[config.mk]
export PLATFORM = sky130hd
export DESIGN_NAME = port_output_gate
export DESIGN_NICKNAME = d
export VERILOG_FILES = /design/src/rtl/port_output_gate.sv
export SDC_FILE = /design/constraint.sdc
export NUM_CORES = 1
export LEC_CHECK = 0
export BUFFER_PORTS_ARGS = -buffer_cell sky130_fd_sc_hd__buf_2
export CAP_MARGIN = 40
export CORE_MARGIN = 3
export CORE_UTILIZATION = 60
export CTS_CLUSTER_DIAMETER = 100
export CTS_CLUSTER_SIZE = 30
export DETAILED_ROUTE_END_ITERATION = 7
export GPL_ROUTABILITY_DRIVEN = 0
export PLACE_DENSITY = 0.83
export SETUP_SLACK_MARGIN = 0.4
export SYNTH_ARGS = -nofsm -noshare
export SYNTH_HDL_FRONTEND = slang
export SYNTH_SLANG_ARGS = --single-unit
[constraint.sdc]
create_clock -name clock -period 12.7 [get_ports clock]
set_input_delay 2.54 -clock clock [delete_from_list [all_inputs] [get_ports clock]]
set_output_delay 2.54 -clock clock [all_outputs]
set_load 0.02 [all_outputs]
[src/rtl/port_output_gate.sv]
// Purpose: per-port frame-aware output gating; enable sampled at frame start, runaway frames truncated.
// Latency: 1 cycle, every output registered (input cycle N appears at outputs in cycle N+1).
// Backpressure: none; the stage accepts one symbol per port per cycle and never stalls upstream.
module port_output_gate #(
   parameter int NUM_PORTS     = 16,
   parameter int MAX_FRAME_LEN = 64
) (
   input  logic                 clock,
   input  logic                 reset,
   input  logic [NUM_PORTS-1:0] data_enable,
   input  logic [NUM_PORTS-1:0] din,
   input  logic [NUM_PORTS-1:0] valid_n,
   input  logic [NUM_PORTS-1:0] frame_n,
   output logic [NUM_PORTS-1:0] dout,
   output logic [NUM_PORTS-1:0] valido_n,
   output logic [NUM_PORTS-1:0] frameo_n,
   output logic [NUM_PORTS-1:0] trunc_err,
   output logic [NUM_PORTS-1:0] drop_pulse
);

   // Counter width is derived from the frame limit; a limit of 0 still needs one bit.
   localparam int CNT_W_RAW = $clog2(MAX_FRAME_LEN + 1);
   localparam int CNT_W     = (CNT_W_RAW < 1) ? 1 : CNT_W_RAW;
   localparam logic [CNT_W:0] MAX_LEN = (CNT_W+1)'(MAX_FRAME_LEN);
   localparam bit TRUNC_ON = (MAX_FRAME_LEN != 0);

   // SYNC: waiting for a frame gap after reset; BLOCKED: discarding the rest of a frame.
   typedef enum logic [1:0] {
      SYNC    = 2'd0,
      IDLE    = 2'd1,
      ACTIVE  = 2'd2,
      BLOCKED = 2'd3
   } state_t;

   for (genvar i = 0; i < NUM_PORTS; i++) begin : g_port
      state_t           state, state_nxt;
      logic [CNT_W-1:0] count, count_nxt;
      logic             dout_nxt, valido_n_nxt, frameo_n_nxt, trunc_nxt, drop_nxt;
      logic             dout_q, valido_n_q, frameo_n_q, trunc_q, drop_q;

      // Next-state and next-output decode; idle outputs unless a frame is being forwarded.
      always_comb begin
         state_nxt    = state;
         count_nxt    = count;
         dout_nxt     = 1'b0;
         valido_n_nxt = 1'b1;
         frameo_n_nxt = 1'b1;
         trunc_nxt    = 1'b0;
         drop_nxt     = 1'b0;
         case (state)
            SYNC: begin
               if (frame_n[i]) state_nxt = IDLE;
            end
            IDLE: begin
               if (!frame_n[i]) begin
                  if (data_enable[i]) begin
                     dout_nxt     = din[i];
                     valido_n_nxt = valid_n[i];
                     frameo_n_nxt = 1'b0;
                     count_nxt    = CNT_W'(1);
                     state_nxt    = ACTIVE;
                     // A one-cycle limit makes the start cycle itself the forced end.
                     if (TRUNC_ON && MAX_FRAME_LEN == 1) begin
                        frameo_n_nxt = 1'b1;
                        trunc_nxt    = 1'b1;
                        count_nxt    = '0;
                        state_nxt    = BLOCKED;
                     end
                  end else begin
                     drop_nxt  = 1'b1;
                     state_nxt = BLOCKED;
                  end
               end
            end
            ACTIVE: begin
               dout_nxt     = din[i];
               valido_n_nxt = valid_n[i];
               frameo_n_nxt = frame_n[i];
               if (frame_n[i]) begin
                  count_nxt = '0;
                  state_nxt = IDLE;
               end else if (TRUNC_ON && (({1'b0, count} + (CNT_W+1)'(1)) == MAX_LEN)) begin
                  frameo_n_nxt = 1'b1;
                  trunc_nxt    = 1'b1;
                  count_nxt    = '0;
                  state_nxt    = BLOCKED;
               end else if (count != '1) begin
                  count_nxt = count + CNT_W'(1);
               end
            end
            BLOCKED: begin
               if (frame_n[i]) state_nxt = IDLE;
            end
            default: state_nxt = SYNC;
         endcase
      end

      // State, counter and output registers; reset forces idle outputs immediately.
      always_ff @(posedge clock or posedge reset) begin
         if (reset) begin
            state      <= SYNC;
            count      <= '0;
            dout_q     <= 1'b0;
            valido_n_q <= 1'b1;
            frameo_n_q <= 1'b1;
            trunc_q    <= 1'b0;
            drop_q     <= 1'b0;
         end else begin
            state      <= state_nxt;
            count      <= count_nxt;
            dout_q     <= dout_nxt;
            valido_n_q <= valido_n_nxt;
            frameo_n_q <= frameo_n_nxt;
            trunc_q    <= trunc_nxt;
            drop_q     <= drop_nxt;
         end
      end

      assign dout[i]       = dout_q;
      assign valido_n[i]   = valido_n_q;
      assign frameo_n[i]   = frameo_n_q;
      assign trunc_err[i]  = trunc_q;
      assign drop_pulse[i] = drop_q;
   end

endmodule

* After elaboration in Yosys (flattened, before gate mapping) *
Cells that the tools add are included.

word-level totals
  flip-flop bits (word level) = 224
  output and inout bits = 80

cells by class
  add/subtract/negate cells = 32
  equal/unequal tests = 160
  multiplexer cells = 432
  reduce and logical (&&, ||, !) cells = 80

operators with widths
  operator                                                                  count
  7-bit two-way mux                                                         80
  7-bit one-hot mux with 2 select lines                                     16
  1-bit two-way mux                                                         208
  7-bit by 1-bit adder with 8-bit output (second input constant)            16
  8-bit by 7-bit equality test with 1-bit output (second input constant)    16
  2-bit two-way mux                                                         64
  7-bit by 1-bit adder with 7-bit output (second input constant)            16
  7-bit inequality test (second input constant)                             16
  1-bit one-hot mux with 2 select lines                                     48
  2-bit one-hot mux with 3 select lines                                     16
  2-bit equality test (second input constant)                               32
  2-bit inequality test (second input constant)                             32
  4-bit inequality test (second input constant)                             16
  4-bit AND reduction                                                       16
  3-bit inequality test (second input constant)                             16
  3-bit AND reduction                                                       16
  2-bit by 1-bit equality test with 1-bit output (second input constant)    16
  2-bit zero test                                                           16
  2-bit by 1-bit inequality test with 1-bit output (second input constant)  16
  2-bit nonzero test                                                        16
  2-bit OR reduction                                                        16

* Logic depth before layout (Yosys ltp) *
  depth after elaboration = 5
  gate-level depth with buffers = 8

* Worst setup path before layout *
OpenSTA, ideal clock, no wires.

  path type = in2reg
  from = in frame_n[4]
  to = reg g_port[4].count[3]
  arrival = 3.798 ns
  required time = 12.605 ns
  path slack = 8.807 ns
  stages on the path = 6
  cells stage by stage = clkbuf_1 -> nand2b_1 -> a21o_1 -> a31o_2 -> or2_2 -> o31ai_1

on the way
  cells in the longest elaborated chain, start to end = 2
  elaborated cells between the ends (all ways) = 5
  those cells by class = eq/ne: 2; mux: 2; reduce/logical: 1

RTL lines
  element                                                                                        line  source
  start, declared                                                                                13    input logic [NUM_PORTS-1:0] frame_n,
  4-bit inequality test (no source line), or another cell as far along                           -
  4-bit AND reduction (no source line) or 7-bit one-hot mux with 2 select lines (tied branches)  -
  end signal, assigned                                                                           110   count <= count_nxt;
  end, declared                                                                                  37    logic [CNT_W-1:0] count, count_nxt;

Parallel ways exist; a longest one is shown, timed or not.
A chain may end at the register's enable or synchronous reset.

* Final worst setup path *
  from = reg g_port[12].frameo_n_q
  to = out frameo_n[12]

RTL lines
  element                 line  source
  start, declared         39    logic dout_q, valido_n_q, frameo_n_q, trunc_q, drop_q;
  start signal, assigned  113   frameo_n_q <= frameo_n_nxt;
  end, declared           16    output logic [NUM_PORTS-1:0] frameo_n,

No word-level cell between the ends.

==> impl_results.md <==
- Critical path launch point: g_port[12].frameo_n_q
- Slew Limit Headroom: 41.9%
- Fin crit share: 29.2%
- Largest cells by area after synthesis: dfrtp_1 38%, dfstp_2 6.6%, ha_1 6.3%, o21ai_0 5.4%, buf_4 4.7%
- Mean post-synth cell area: 9.18 um2
- Final net count: 1580
- Setup TNS: 0 ps
- Row count: 52
- Post-synth net total: 1523
- Final core occ: 65.7%
- Largest net degree at the start of global routing: 109
- Critical Path AT: 1160 ps
- Global route overflow: 0
- Post-synthesis cell area: 12800 um2
- Initial drt markers: 637
- CTS sink cnt: 224
- Layout Skew: 16.1 ps
- CTS tree: built
- Postcts setup bufs: 0
- Status: finished, final reports clean
- Hold EP: g_port[14].count[1]
- CP startpoint kind: flip-flop
- Hold path cells: 2
- Drt first pass iters: 5
- Synth Register Bits: 224
- Reg2Reg Setup Slack: 10450 ps
- Crit Path Max Fanout: 1
- Area Growth Syn to Fin: 5.63%
- Diode count: 0
- Post-Route WL: 24.5 mm
- Synth cell count leaders: 192 x dfrtp_1, 139 x o21ai_0, 135 x nand2_1
- Crit-path leading delay family: flip-flops
- Num CTS Buffers: 11
- CP peak stage delay: 540 ps
- Worst path required time: 10160 ps
- Count of cell types in the netlist: 63
- Hold Buf Count CTS: 0
- Dpl cell area: 13200 um2
- Vias in the first global route: 9489
- Hold Path Class: reg2reg
- Global-route wire length before repair: 42.6 mm
- Clock Latency Late Sink: 470 ps
- Slowest CP cell: dfstp_2
- Die height: 152 um
- Die area: 23100 um2
- Share of synthesized flip-flops with an asynchronous set or reset: 100%
- Tot GR Track Use: 20.6%
- Final number of hold-violating endpoints: 0
- Crit-path cells: buf_2
- IO Count: 146
- Leading area contributor after synthesis: dfrtp_1
- FF-to-FF path depth: 5
- Worst Max-Slew Pin Slew: 871 ps
- Per-cell routed wire length: 14.2 um
- Max H-tree Level: 1
- Max clock buf depth: 3
- Synthesized instance count: 1393
- Main synth FF type: dfrtp_1
- Reg2reg end: g_port[5].state[0]
- DR DRC count: 0
- Detailed-route via count: 10128
- Worst IR Drop VDD: 127 uV
- CP Capture Type: primary output
- Hold path start: g_port[14].count[1]
- Dpl hpwl: 17.3 mm
- Tmin final: 3700 ps
- Syn. warnings: 0
- Core area: 20600 um2
- PortBufs: 145
- Layout cell share with drive strength beyond 1: 16.1%
- Vias/cell: 5.88
- Most frequent cell after synthesis: dfrtp_1
- Synth top area share: 37.6%
- Worst-path clk slew: 110 ps
- Power Density: 181 nW/um2
- Number of synthesized flops with an enable pin: 0
- Root Driver: clkbuf_16
- Setup CP Type: reg2out
- Static Leakage: 6.01 nW
- Fmax: 0.270 GHz
- DIE WIDTH: 152 um
- Final setup viols: 0
- Slew Viols, Final: 0
- Finished Cell Area: 13500 um2
- Seq/Total Area, Yosys: 44.1%
- Reg2Reg Launch Point: g_port[5].count[0]
- Post-route ant nets: 0
- RSZ-0062 raised after global routing: no
- Post-CTS Resized: 0
- Initial Utilization: 62.2%
- Initial antenna violation count: 1
- Worst path bufs/invs: 1
- Max Cap Viol: 0
==> layout make-up <==
class                           instances  area, um2
Clock buffer                           15        300
Fill cell                            1677       7050
Sequential cell                       224       5650
Inverter                               61        236
Timing Repair Buffer                  148        748
Clock inverter                          1       16.3
Multi-Input combinational cell       1004       6220
Tap cell                              270        338
==> placed cells by master, fill, tap and decap left out, types with 6 or more instances in the layout <==
cell type,instances
inv_1,59
and2_1,34
nor3_1,23
clkbuf_16,11
dfstp_2,32
nand4_1,6
a31o_2,10
a211o_1,6
nor2_1,89
buf_2,145
and3_1,18
nand3_1,79
nand2b_1,38
a21o_1,24
nor3b_1,31
mux2_2,16
nand2_1,135
a32o_1,7
or3_1,16
a31oi_1,36
a21oi_1,69
o311ai_0,7
mux2i_1,7
dfrtp_1,192
o21ai_0,139
o21bai_1,8
or2_2,9
o31ai_1,30
nor2b_1,27
ha_1,64
==> flip-flops by register name (all words and copies together) (netlist names) <==
register           count
g_port.count         112
g_port.state          32
g_port.dout_q         16
g_port.drop_q         16
g_port.frameo_n_q     16
g_port.trunc_q        16
g_port.valido_n_q     16
==> worst max-delay path by stage <==
| stage | slack (ps) | cells after the start | end |
|---|---|---|---|
| 2_1_floorplan | 4080 | 1 | g_port[0].count[0] |
| 3_3_place_gp | 8640 | 6 | g_port[13].count[5] |
| 3_5_place_dp | 8520 | 5 | g_port[5].count[0] |
| 4_1_cts | 8970 | 1 | frameo_n[12] |
| 5_1_grt | 8890 | 6 | g_port[12].count[5] |
| 6_report | 9000 | 1 | frameo_n[12] |
==> per-layer routing <==
| metal | vias up | share of wire, % | global-route usage, % | wire (um) |
|---|---|---|---|---|
| li1 | 5027 | - | - | - |
| met1 | 4892 | 47 | 28.5 | 11500 |
| met2 | 183 | 48 | 35.4 | 11800 |
| met3 | 24 | 3.6 | 2.70 | 891 |
| met4 | 2 | 1.4 | 3.90 | 343 |
| met5 | - | 0.053 | 0 | 13 |
==> through the flow <==
stage               std cells  power (mW)  hold slack, ps  worst slack, ps
floorplan                1393        1.87             462             4080
detailed placement       1706        2.06             488             8520
global route             1723        2.65             545             8890
finish                   1723        2.45             508             9000
CTS                      1722        2.46             512             8970
global placement         1706        2.02             477             8640
==> power by group <==
| group | switching [mW] | leakage, nW | internal [mW] |
|---|---|---|---|
| combinational | 0.658 | 3.02 | 0.422 |
| clock | 0.222 | 0.154 | 0.171 |
| sequential | 0.101 | 2.84 | 0.877 |
==> logic make-up after synthesis <==
logic type,Yosys count,share of synthesized area [%]
compound gates,398,19.9
flops,224,44.1
fa+ha+maj,64,6.26
mux,24,2.04
simple gates,516,20.3
xor+xnor,2,0.137
buf+inv,165,7.19
No activity file was read; power rests on OpenSTA's default activity.
